==> config.mk <==
export PLATFORM = sky130hd
export DESIGN_NAME = ikaopll_pg_vib
export DESIGN_NICKNAME = d
export VERILOG_FILES = /design/src/rtl/ikaopll_pkg.sv /design/src/rtl/ikaopll_pg_sr.sv /design/src/rtl/ikaopll_pg_vib.sv
export SDC_FILE = /design/constraint.sdc
export NUM_CORES = 1
export LEC_CHECK = 0
export ABC_AREA = 1
export CORE_UTILIZATION = 63
export CTS_CLUSTER_SIZE = 28
export DETAILED_ROUTE_END_ITERATION = 8
export PLACE_DENSITY = 0.8
export SLEW_MARGIN = 20
export SYNTH_ARGS = -nofsm -noshare
export SYNTH_HDL_FRONTEND = slang
export SYNTH_SLANG_ARGS = --single-unit
==> constraint.sdc <==
create_clock -name i_EMUCLK -period 20.5 [get_ports i_EMUCLK]
set_clock_uncertainty 0.2 [all_clocks]
set_input_delay 2.05 -clock i_EMUCLK [delete_from_list [all_inputs] [get_ports i_EMUCLK]]
set_output_delay 2.05 -clock i_EMUCLK [all_outputs]
set_load 0.05 [all_outputs]
==> src/rtl/ikaopll_pkg.sv <==
// ikaopll_pkg: shared constants, pipe bundles and
// lookup helpers for the phase generator front end.
package ikaopll_pkg;

  localparam int SLOT_NUM    = 18;
  localparam int SLOT_W      = 5;
  localparam int PHASE_W     = 19;
  localparam int PHASE_OUT_W = 10;
  localparam int FNUM_W      = 9;
  localparam int FMOD_W      = 10;
  localparam int FB_W        = 16;
  localparam int INC_W       = 20;
  localparam int AM_W        = 4;

  localparam logic [SLOT_W-1:0] SLOT_LAST =
    SLOT_W'(SLOT_NUM - 1);

  // vibrato stage -> scaling stage
  typedef struct packed {
    logic [SLOT_W-1:0] slot;
    logic [FMOD_W-1:0] fmod;
    logic [2:0]        block;
    logic [3:0]        mul;
    logic              prst;
    logic [AM_W-1:0]   am;
  } vib_scl_t;

  // scaling stage -> accumulate stage
  typedef struct packed {
    logic [SLOT_W-1:0] slot;
    logic [INC_W-1:0]  inc;
    logic              prst;
    logic [AM_W-1:0]   am;
  } scl_acc_t;

  // twice the frequency multiplier, so MUL=0 (x0.5)
  // stays an integer
  function automatic logic [4:0] mul2(
    input logic [3:0] mul
  );
    logic [4:0] r;
    r = 5'd1;
    case (mul)
      4'd0:  r = 5'd1;
      4'd1:  r = 5'd2;
      4'd2:  r = 5'd4;
      4'd3:  r = 5'd6;
      4'd4:  r = 5'd8;
      4'd5:  r = 5'd10;
      4'd6:  r = 5'd12;
      4'd7:  r = 5'd14;
      4'd8:  r = 5'd16;
      4'd9:  r = 5'd18;
      4'd10: r = 5'd20;
      4'd11: r = 5'd20;
      4'd12: r = 5'd24;
      4'd13: r = 5'd24;
      4'd14: r = 5'd30;
      4'd15: r = 5'd30;
      default: r = 5'd1;
    endcase
    return r;
  endfunction

  // F-number bent by the LFO vibrato step; the
  // subtracted term is always <= fnum, so no wrap
  function automatic logic [FMOD_W-1:0] vib_fmod(
    input logic [FNUM_W-1:0] fnum,
    input logic [2:0]        pmval,
    input logic              pm_en
  );
    logic [FMOD_W-1:0] base;
    logic [FMOD_W-1:0] full;
    logic [FMOD_W-1:0] half;
    logic [FMOD_W-1:0] r;
    base = {1'b0, fnum};
    full = {7'd0, fnum[8:6]};
    half = {8'd0, fnum[8:7]};
    r    = base;
    if (pm_en) begin
      case (pmval)
        3'd1, 3'd3: r = base + half;
        3'd2:       r = base + full;
        3'd5, 3'd7: r = base - half;
        3'd6:       r = base - full;
        default:    r = base;
      endcase
    end
    return r;
  endfunction

endpackage

==> src/rtl/ikaopll_pg_sr.sv <==
// ikaopll_pg_sr: 18-entry circular phase store, one
// entry per slot, shifting on every tick.
// Ports: i_EMUCLK clock, i_CEN tick enable,
// i_ZERO forces a zero shift-in, i_D shift-in value,
// o_Q oldest entry (stored phase of the slot now
// entering the accumulate stage).
module ikaopll_pg_sr
  import ikaopll_pkg::*;
(
  input  logic               i_EMUCLK,
  input  logic               i_CEN,
  input  logic               i_ZERO,
  input  logic [PHASE_W-1:0] i_D,
  output logic [PHASE_W-1:0] o_Q
);

  logic [PHASE_W-1:0] mem [SLOT_NUM];

  // no reset on the array: holding i_ZERO for a full
  // rotation clears every entry
  always_ff @(posedge i_EMUCLK) begin
    if (i_CEN) begin
      mem[0] <= i_ZERO ? '0 : i_D;
      for (int i = 1; i < SLOT_NUM; i++) begin
        mem[i] <= mem[i-1];
      end
    end
  end

  assign o_Q = mem[SLOT_NUM-1];

endmodule

==> src/rtl/ikaopll_pg_vib.sv <==
// ikaopll_pg_vib: phase generator front end. Applies
// LFO vibrato to F-number, scales by block and MUL,
// accumulates a 19-bit phase per slot and forwards
// tremolo attenuation for AM-enabled slots.
// Inputs: i_EMUCLK, i_RST (sync, high), i_phi1_NCEN_n
// (tick when low), i_CYCLE_00 (slot 0 marker),
// i_TEST[2] phase reset, i_PMVAL, i_AMVAL, and the
// per-slot i_FNUM/i_BLOCK/i_MUL/i_PM_EN/i_AM_EN/
// i_PHASE_RST.
// Outputs (3 ticks behind inputs): o_SLOT, o_PHASE
// (phase[18:9]), o_AMATT.
module ikaopll_pg_vib
  import ikaopll_pkg::*;
(
  input  logic                   i_EMUCLK,
  input  logic                   i_RST,
  input  logic                   i_phi1_NCEN_n,
  input  logic                   i_CYCLE_00,
  input  logic [3:0]             i_TEST,
  input  logic [2:0]             i_PMVAL,
  input  logic [AM_W-1:0]        i_AMVAL,
  input  logic [FNUM_W-1:0]      i_FNUM,
  input  logic [2:0]             i_BLOCK,
  input  logic [3:0]             i_MUL,
  input  logic                   i_PM_EN,
  input  logic                   i_AM_EN,
  input  logic                   i_PHASE_RST,
  output logic [SLOT_W-1:0]      o_SLOT,
  output logic [PHASE_OUT_W-1:0] o_PHASE,
  output logic [AM_W-1:0]        o_AMATT
);

  logic tick;
  assign tick = ~i_phi1_NCEN_n;

  logic unused_test;
  assign unused_test = ^{i_TEST[3], i_TEST[1:0]};

  vib_scl_t s1;
  vib_scl_t s1_d;
  scl_acc_t s2;
  scl_acc_t s2_d;

  logic [SLOT_W-1:0] slot_nxt;

  // s1.slot doubles as the slot counter
  always_comb begin
    slot_nxt = s1.slot + 1'b1;
    if (i_CYCLE_00 || s1.slot == SLOT_LAST) begin
      slot_nxt = '0;
    end
  end

  // stage 1: vibrato and AM gating
  always_comb begin
    s1_d       = '0;
    s1_d.slot  = slot_nxt;
    s1_d.fmod  = vib_fmod(i_FNUM, i_PMVAL, i_PM_EN);
    s1_d.block = i_BLOCK;
    s1_d.mul   = i_MUL;
    s1_d.prst  = i_PHASE_RST;
    s1_d.am    = i_AM_EN ? i_AMVAL : '0;
  end

  // stage 2: block shift then multiplier
  logic [FB_W:0]    fb_shl;
  logic [FB_W-1:0]  fb;
  logic [INC_W:0]   inc_x2;

  always_comb begin
    fb_shl = {{(FB_W+1-FMOD_W){1'b0}}, s1.fmod}
             << s1.block;
    fb     = FB_W'(fb_shl >> 1);
    inc_x2 = (INC_W+1)'(fb) *
             (INC_W+1)'(mul2(s1.mul));
    s2_d      = '0;
    s2_d.slot = s1.slot;
    s2_d.inc  = INC_W'(inc_x2 >> 1);
    s2_d.prst = s1.prst;
    s2_d.am   = s1.am;
  end

  // stage 3: read-modify-write of the phase store
  logic [PHASE_W-1:0] phase_old;
  logic [PHASE_W-1:0] phase_new;

  always_comb begin
    phase_new = phase_old + PHASE_W'(s2.inc);
    if (s2.prst || i_TEST[2]) begin
      phase_new = '0;
    end
  end

  ikaopll_pg_sr u_sr (
    .i_EMUCLK (i_EMUCLK),
    .i_CEN    (tick),
    .i_ZERO   (i_RST),
    .i_D      (phase_new),
    .o_Q      (phase_old)
  );

  always_ff @(posedge i_EMUCLK) begin
    if (tick) begin
      if (i_RST) begin
        s1      <= '0;
        s2      <= '0;
        o_SLOT  <= '0;
        o_PHASE <= '0;
        o_AMATT <= '0;
      end else begin
        s1      <= s1_d;
        s2      <= s2_d;
        o_SLOT  <= s2.slot;
        o_PHASE <= phase_new[PHASE_W-1 -: PHASE_OUT_W];
        o_AMATT <= s2.am;
      end
    end
  end

endmodule
==> results, run 1 <==
- The flow ran to the end, and the final reports show no timing, DRC or antenna violations.
- The total number of nets in the final design is ~1.6k.
- The die span in x is 170 um.
- The detail route stage leaves a number of antenna-violating nets equal to 0.
- The final RePlAce weighted congestion is 0.909.
- The part of the power in combinational logic is 0.161.
- The wire length of the first global-routing pass is 51900 um.
- The detail-routed via count per cell is around 5.4.
- The number of gates resized after CTS is 0.
- The initial antenna violation count is 2.
- Clock-pin slew was measured on the worst setup and hold paths at roughly 0.060 ns.
- The total nets after synthesis is 1544.
- The chip height is 170 um.
- The number of placed instances, taps included, is ~1.8k.
- Entering global routing, the biggest net connects roughly 160 pins.
- The TritonCTS clock tree is done.
- The multiplexer share of the synthesized area is 0.
- The ratio of cells with drive above 1 in the final layout is 0.0537.
- The via count of the first global-routing pass is 9953.
- The power share of the clock group is 0.348.
- For this design, the CTS-stage hold fixing added 0 buffers.
- The switching power as a share of total power is 0.274.
- For this design the total switching power over the nets is ~0.57 mW.
- The cell-internal power is 1.51 mW.
- Setup violations remaining at the end of the flow were counted as 0.
- The total detailed-routing wirelength is 33000 um.
- For this configuration, the core starts out at a cell density of 0.640.
- The count of cells in the finished layout, fillers not included, comes to 1886.
- The leakage power summed over all cells is 8.09 nW.
- The kind of end point of the critical path is a flip-flop.
- Counting flops and latches in the post-synthesis netlist gives 412.
- In the layout the commonest cells are 407 x sky130_fd_sc_hd__edfxtp_1, 260 x sky130_fd_sc_hd__nand2_1, 203 x sky130_fd_sc_hd__inv_1, 193 x sky130_fd_sc_hd__nor2_1.
- Summed over all nets, the half-perimeter wirelength after detailed placement is between 15000 and 20000 um.
- The kind of path behind the tightest hold check is flip-flop to flip-flop.
- Of the total synthesized cell area, the portion taken by full adders, half adders and majority gates is 0.0909.
- For this run, the detailed router's first-pass iteration total came to 5.
- The synthesized-area fraction occupied by ao, oa, aoi and oai cells is 0.0366.
- The maximum fanout encountered on the critical timing path is 163.
- The sequential fraction of design power is 0.491.
- Dividing total power by cell area gives a power density of 104 nW/um^2.
- The largest family of logic cells by synthesized area is simple AND/OR/NAND/NOR gates.
- The most used flip-flop cell after synthesis is sky130_fd_sc_hd__edfxtp_1.
- For this run the aggregate overflow at the end of global routing stands at 0.
- During synthesis, Yosys emitted a total of 0 warnings.
- The clock network latency to the later pin of the worst-skew pair is 0.55 ns.
- CTS placed an instance of sky130_fd_sc_hd__clkbuf_16 at the clock tree root.
- The number of enable flip-flop cells after synthesis is 407.
- The routed wirelength normalized by instance count is 17.5 um.
- CTS built an H-tree with a depth of 2.
- The category of the worst setup path launch point is an input port.
- Counting flops with an async set or reset pin after synthesis yields a share of 0.
- The number of DRC violations after detailed routing is 0.
- The DRC marker count from the first detailed-route iteration is 943.
- Of the total synthesized cell area, the portion taken by XOR and XNOR cells is 0.00445.
- In the final timing run, aggregate negative setup slack is 0 ns.
- The synthesized netlist occupies a cell area of 17700 um^2.
- The floorplan step defined a die boundary enclosing 28800 um^2.
- The mean area per synthesized cell is 12.6 um^2.
- The total area inside the core boundary comes to 27700 um^2.
- The count of buffers added on input and output ports is 49.
- The final number of max-transition violations was 0.
- 53 I/O pins were placed.
- The routed layout has 10.2k vias.
- In this run, CTS created clock tree buffers numbering 40.
- Leaving out fill and tap cells, the most frequent cell in the layout is sky130_fd_sc_hd__edfxtp_1.
- Of the synthesized area, sequential elements account for 0.695.
- The clock period could shrink to 5.49 ns.
- Of the total synthesized cell area, the portion taken by AND, OR, NAND and NOR gates is 0.120.
- The slew at the pin closest to its max-slew limit is around 1.1 ns.
- Dividing the final minimum period by the clock period gives 0.268.
- The count of endpoints failing hold in the final timing report is 0.
- The floorplan has 61 rows.
- The area growth from synthesis to layout is 12.1%.
- The data arrival time of the critical path is 5.44 ns.
- Data on the critical path is required at its endpoint by around 20 ns.
- The worst slew margin relative to its limit is 0.266.
- The maximum clock insertion buffer count is 3.
- The max-capacitance violation count is 0.
- The class of the most critical setup path is input port to flip-flop.
- The distinct cell type count of the synthesized netlist is 33.
- In the global route stage, overall resource usage came out at 0.237.
- The peak clock frequency supported by timing is 182 MHz.
- In this run the post-CTS setup repair buffer count came out at 0.
- Setup repair after global routing left no endpoint under its margin.
- The worst vdd rail ir drop is 0.0898 mV.
- The clock net in this run drives a total of 412 sinks.
- The cell count after synthesis is around 1.4k.
registers in the layout (all words and copies together), names as in the netlist, named ones only:
name and cells:
u_sr.mem 342, o_SLOT 5, s1 27, s2 29, o_AMATT 4
layout make-up:
cell class / count / area (um^2)
antenna: 1 / 2.50
clock buffer: 47 / 1030
clock inverter: 26 / 260
fill: 1778 / 7840
inverter: 207 / 785
multi-input combinational: 761 / 4470
sequential: 412 / 12300
tap: 378 / 473
timing repair buffer: 54 / 528
metrics by stage:
step | util | instance area, um^2 | hold slack, ns | power [mW] | setup slack, ns
global route | 0.717 | 19900 | 0.219 | 2.17 | 14.84
detailed placement | 0.671 | 18600 | 0.205 | 1.36 | 14.45
floorplan | - | 17700 | 0.200 | 1.29 | 8.97
finish | 0.717 | 19900 | 0.211 | 2.08 | 15.01
global placement | 0.671 | 18600 | 0.201 | 1.35 | 14.57
CTS | 0.717 | 19900 | 0.205 | 2.09 | 15.05
critical path, stage by stage:
cell and delay, ns:
sky130_fd_sc_hd__clkdlybuf4s50_1 0.57, sky130_fd_sc_hd__inv_8 0.73, sky130_fd_sc_hd__buf_4 0.90, sky130_fd_sc_hd__buf_4 0.97
power by group through the flow:
stage                     clock (mW)  sequential (mW)  combinational (mW)
final                          0.722             1.02               0.333
after global routing           0.763             1.02               0.380
after CTS                      0.734             1.02               0.332
after detailed placement           0             1.03               0.325
after global placement             0             1.03               0.318
after floorplan                    0             1.04               0.247
kinds of logic after synthesis:
family	count (synthesis)
simple gates	528
flops	412
buf+inv	234
compound gates	121
fa+ha+maj	103
xor+xnor	9
worst paths after layout:
check	start	endpoint	slack, ns	cells after the start
max reg2reg	s1[9]	s2[22]	15.37	19
min reg2reg	u_sr.mem[7][3]	u_sr.mem[8][3]	0.21	0
min	u_sr.mem[7][3]	u_sr.mem[8][3]	0.21	0
max	i_phi1_NCEN_n	u_sr.mem[14][16]	15.01	4
per-layer routing:
metal  wire (um)  global-route usage  vias to the layer above
met1       14600               0.326                     4939
met5           0                   0                        -
met4         828              0.0693                        0
met3        1720              0.0371                       73
li1            -                   -                     4860
met2       15800               0.396                      320
cells in the mapped netlist, types with 6 or more instances:
master                     count  area share
sky130_fd_sc_hd__edfxtp_1    407        0.69
sky130_fd_sc_hd__nand2_1     260       0.055
sky130_fd_sc_hd__inv_1       204       0.043
sky130_fd_sc_hd__nor2_1      193       0.041
sky130_fd_sc_hd__a21oi_1      60       0.017
sky130_fd_sc_hd__ha_1         60       0.042
sky130_fd_sc_hd__nand3_1      50       0.014
sky130_fd_sc_hd__fa_1         43       0.049
sky130_fd_sc_hd__o21ai_0      40       0.011
sky130_fd_sc_hd__buf_4        10      0.0042
sky130_fd_sc_hd__nand4_1       8      0.0028
sky130_fd_sc_hd__o21ai_1       7      0.0020
sky130_fd_sc_hd__buf_2         6      0.0017
(Power assumes the default switching activity.)
==> run 2, diff against run 1 <==
--- a/config.mk
+++ b/config.mk
@@ -6,10 +6,10 @@
 export NUM_CORES = 1
 export LEC_CHECK = 0
 export ABC_AREA = 1
-export CORE_UTILIZATION = 63
+export CORE_UTILIZATION = 61
 export CTS_CLUSTER_SIZE = 28
 export DETAILED_ROUTE_END_ITERATION = 8
-export PLACE_DENSITY = 0.8
+export PLACE_DENSITY = 0.78
 export SLEW_MARGIN = 20
 export SYNTH_ARGS = -nofsm -noshare
 export SYNTH_HDL_FRONTEND = slang
==> constraint.sdc (replaced) <==
create_clock -name i_EMUCLK -period 5.7 [get_ports i_EMUCLK]
set_clock_uncertainty 0.2 [all_clocks]
set_input_delay 0.57 -clock i_EMUCLK [delete_from_list [all_inputs] [get_ports i_EMUCLK]]
set_output_delay 0.57 -clock i_EMUCLK [all_outputs]
set_load 0.05 [all_outputs]
==> run 2 against run 1 <==
Compared with the run above:
- worst setup slack got worse by 14 ns
- clock-buffer cell count decreased by 3
- highest routed layer unchanged
- sequential cell count stayed put
- critical path type is now flip-flop to flip-flop
==> results, run 2 (same netlist as run 1, synthesis figures left out) <==
- The routed design could run at a clock period as short as 5.06 ns.
- The slew at the pin closest to its max-slew limit is 1.02 ns (-0.0757 ns).
- The initial antenna violation count is 1 (-1).
- The wire length of the first global-routing pass is 51800 um (-0.19%).
- The ratio of cells with drive above 1 in the final layout is 0.0569 (+0.00317).
- The total number of nets in the final design was 1618 (+0.31%).
- The setup total negative slack came to 0 ns (unchanged).
- The buffer count from post-CTS setup fixing is 0 (unchanged).
- The count of endpoints failing hold in the final timing report is 0 (unchanged).
- The total power was 7.49 mW (+260%).
- The data arrival time of the critical path is 5.15 ns (-0.29 ns).
- In this design, the critical path's most frequently occurring cell is sky130_fd_sc_hd__nand2_1.
- The total power density per cell area is 375 nW/um^2 (+260%).
- The root buffer cell chosen for the clock tree is sky130_fd_sc_hd__clkbuf_16.
- The data required time of the critical path came to 5.79 ns (-14.66 ns).
- The TritonCTS clock tree is done.
- The boundary pin count came to 53 (unchanged).
- The first-pass iteration count of the detailed router is 5 (unchanged).
- The final core utilization is 0.697 (-0.0201).
- The tightest min-delay check is of the flip-flop to flip-flop type.
- The most common cell after layout, fill and taps aside is sky130_fd_sc_hd__edfxtp_1.
- The total detailed-routing wirelength is 32200 um (-2.2%).
- The maximum clock insertion buffer count is 3 (unchanged).
- The CTS sink count is 412 (unchanged).
- The number of rows in the core area is 62 (+1.6%).
- The via total after detailed routing is 10.1k (-0.46%).
- The maximum fanout encountered on the critical timing path is 14 (-91%).
- The number of antenna cells inserted was 0 (-1).
- The die span in x was 172 um (+1.6%).
- The delay of the slowest critical-path stage is 0.59 ns (-0.38 ns).
- The DRC marker count from the first detailed-route iteration came to 796 (-16%).
- Setup repair after global routing left no endpoint under its margin.
- The pin count of the biggest net entering global routing is 116 (-29%).
- In the layout the commonest cells are 407 x sky130_fd_sc_hd__edfxtp_1, 260 x sky130_fd_sc_hd__nand2_1, 203 x sky130_fd_sc_hd__inv_1, 193 x sky130_fd_sc_hd__nor2_1.
- The worst vdd rail ir drop was 0.295 mV (+230%).
- The level count of the clock H-tree is 2 (unchanged).
- The worst slew margin relative to its limit was 0.315 (+0.0490).
- The final count of negative-setup-slack endpoints is 0 (unchanged).
- The clock input transition at the sequential cells of the worst setup and hold paths was 0.06 ns (about the same).
- The flip-flop count of the largest register, all copies and words added was 342 (unchanged).
- The detail-routed via count per cell is 5.35 (-0.93%).
- The peak clock frequency supported by timing is 198 MHz.
- The total CTS buffers was 41 (+2.5%).
- The remaining number of nets flagged by the antenna check after routing was 0 (unchanged).
- On the critical path, the stage with the largest delay is an instance of sky130_fd_sc_hd__edfxtp_1.
- The routed wirelength normalized by instance count came to 17.0 um (-2.7%).
- The number of DRC violations after detailed routing is 0 (unchanged).
- The class of the most critical setup path is flip-flop to flip-flop.
- The final RePlAce weighted congestion came to 0.874 (-3.9%).
- The number of gates resized after CTS came to 0 (unchanged).
- The max-capacitance violation count is 0 (unchanged).
- The effective utilization at floorplan is 0.619 (-0.0206).
- The hold buffer count at CTS is 0 (unchanged).
- The cell family contributing the most delay on the critical path is adder cells.
- u_sr.mem holds more flip-flops than any other register.
- The placed cell count was 1822 (+0.55%).
- The final number of max-transition violations was 0 (unchanged).
- The leakage power summed over all cells came to 8.12 nW (+0.38%).
- The chip height is 172 um (+1.6%).
- The largest registers in the layout are u_sr.mem x342, s2 x29, s1 x27.
- The overall track demand over capacity in global routing is 0.230 (-0.00745).
- The category of the worst setup path launch point is a flip-flop.
- The core box area is 28600 um^2 (+3.3%).
- The filler-free cell count of the finished design is 1895 (+0.48%).
- The critical path goes through or2_2, o21ai_1, nand2_1, o21ai_1, or2_1, nand2_1, inv_1, nor2_1, fa_1, fa_1, inv_1, fa_1, inv_1, ha_1, nand2_1, nor2_1, inv_1, nor2_1, nand3_1, nand3_1, nand2_1, nand2_1, nor2_1.
- The final cycle utilization of the critical path is 0.888.
- The detailed-placement wirelength estimate is 19800 um (+1.5%).
- Relative to the synthesized area, the layout overhead comes to 12.5%.
- The via count of the first global-routing pass is 10.2k (+2.2%).
- The residual overflow from global routing is 0 (unchanged).
- The combined buffer and inverter count along the critical path is 4 (unchanged).
- The die outline area is 29800 um^2 (+3.2%).
- The flow ran to the end, and the final reports show no timing, DRC or antenna violations.
- The clock network latency to the later pin of the worst-skew pair is 0.54 ns (about the same).
- STA classifies the critical path endpoint as a flip-flop.
- The number of buffer cells added on primary ports is 49 (unchanged).
## run 2: stage by stage
step,area [um^2],setup slack (ns),hold slack (ns)
after floorplan,17700,-1.52,0.200
after global placement,18600,0.737,0.201
after detailed placement,18600,0.715,0.205
after CTS,20000,0.677,0.210
after global routing,20000,0.228,0.211
final,20000,0.639,0.206
## run 2: worst paths after layout
check / from / end / slack [ns] / depth (start not counted)
max: s1[9] / s2[23] / 0.64 / 23
min: u_sr.mem[9][6] / u_sr.mem[10][6] / 0.21 / 0
max reg2reg: s1[9] / s2[23] / 0.64 / 23
min reg2reg: u_sr.mem[9][6] / u_sr.mem[10][6] / 0.21 / 0
## run 2: power breakdown
group | switching, mW | internal [mW]
logic | 0.798 | 0.394
clock network | 1.16 | 1.47
registers | 0.0899 | 3.57
total | 2.05 | 5.44
## run 2: metal layers
metal | wire length [um] | share of wire | up-vias | GRT usage
met1 | 14500 | 0.45 | 4879 | 0.319
met5 | 0 | 0 | - | 0
met2 | 15300 | 0.47 | 311 | 0.377
met3 | 1600 | 0.049 | 74 | 0.0334
met4 | 872 | 0.027 | 0 | 0.0735
li1 | - | - | 4881 | -
## run 2: final cells by class
class,count,area (um^2)
Clock buffer,44,1040
Clock inverter,29,278
Fill cell,1869,8670
Inverter,207,781
Multi-Input combinational cell,761,4470
Sequential cell,412,12300
Tap cell,384,480
Timing Repair Buffer,58,583
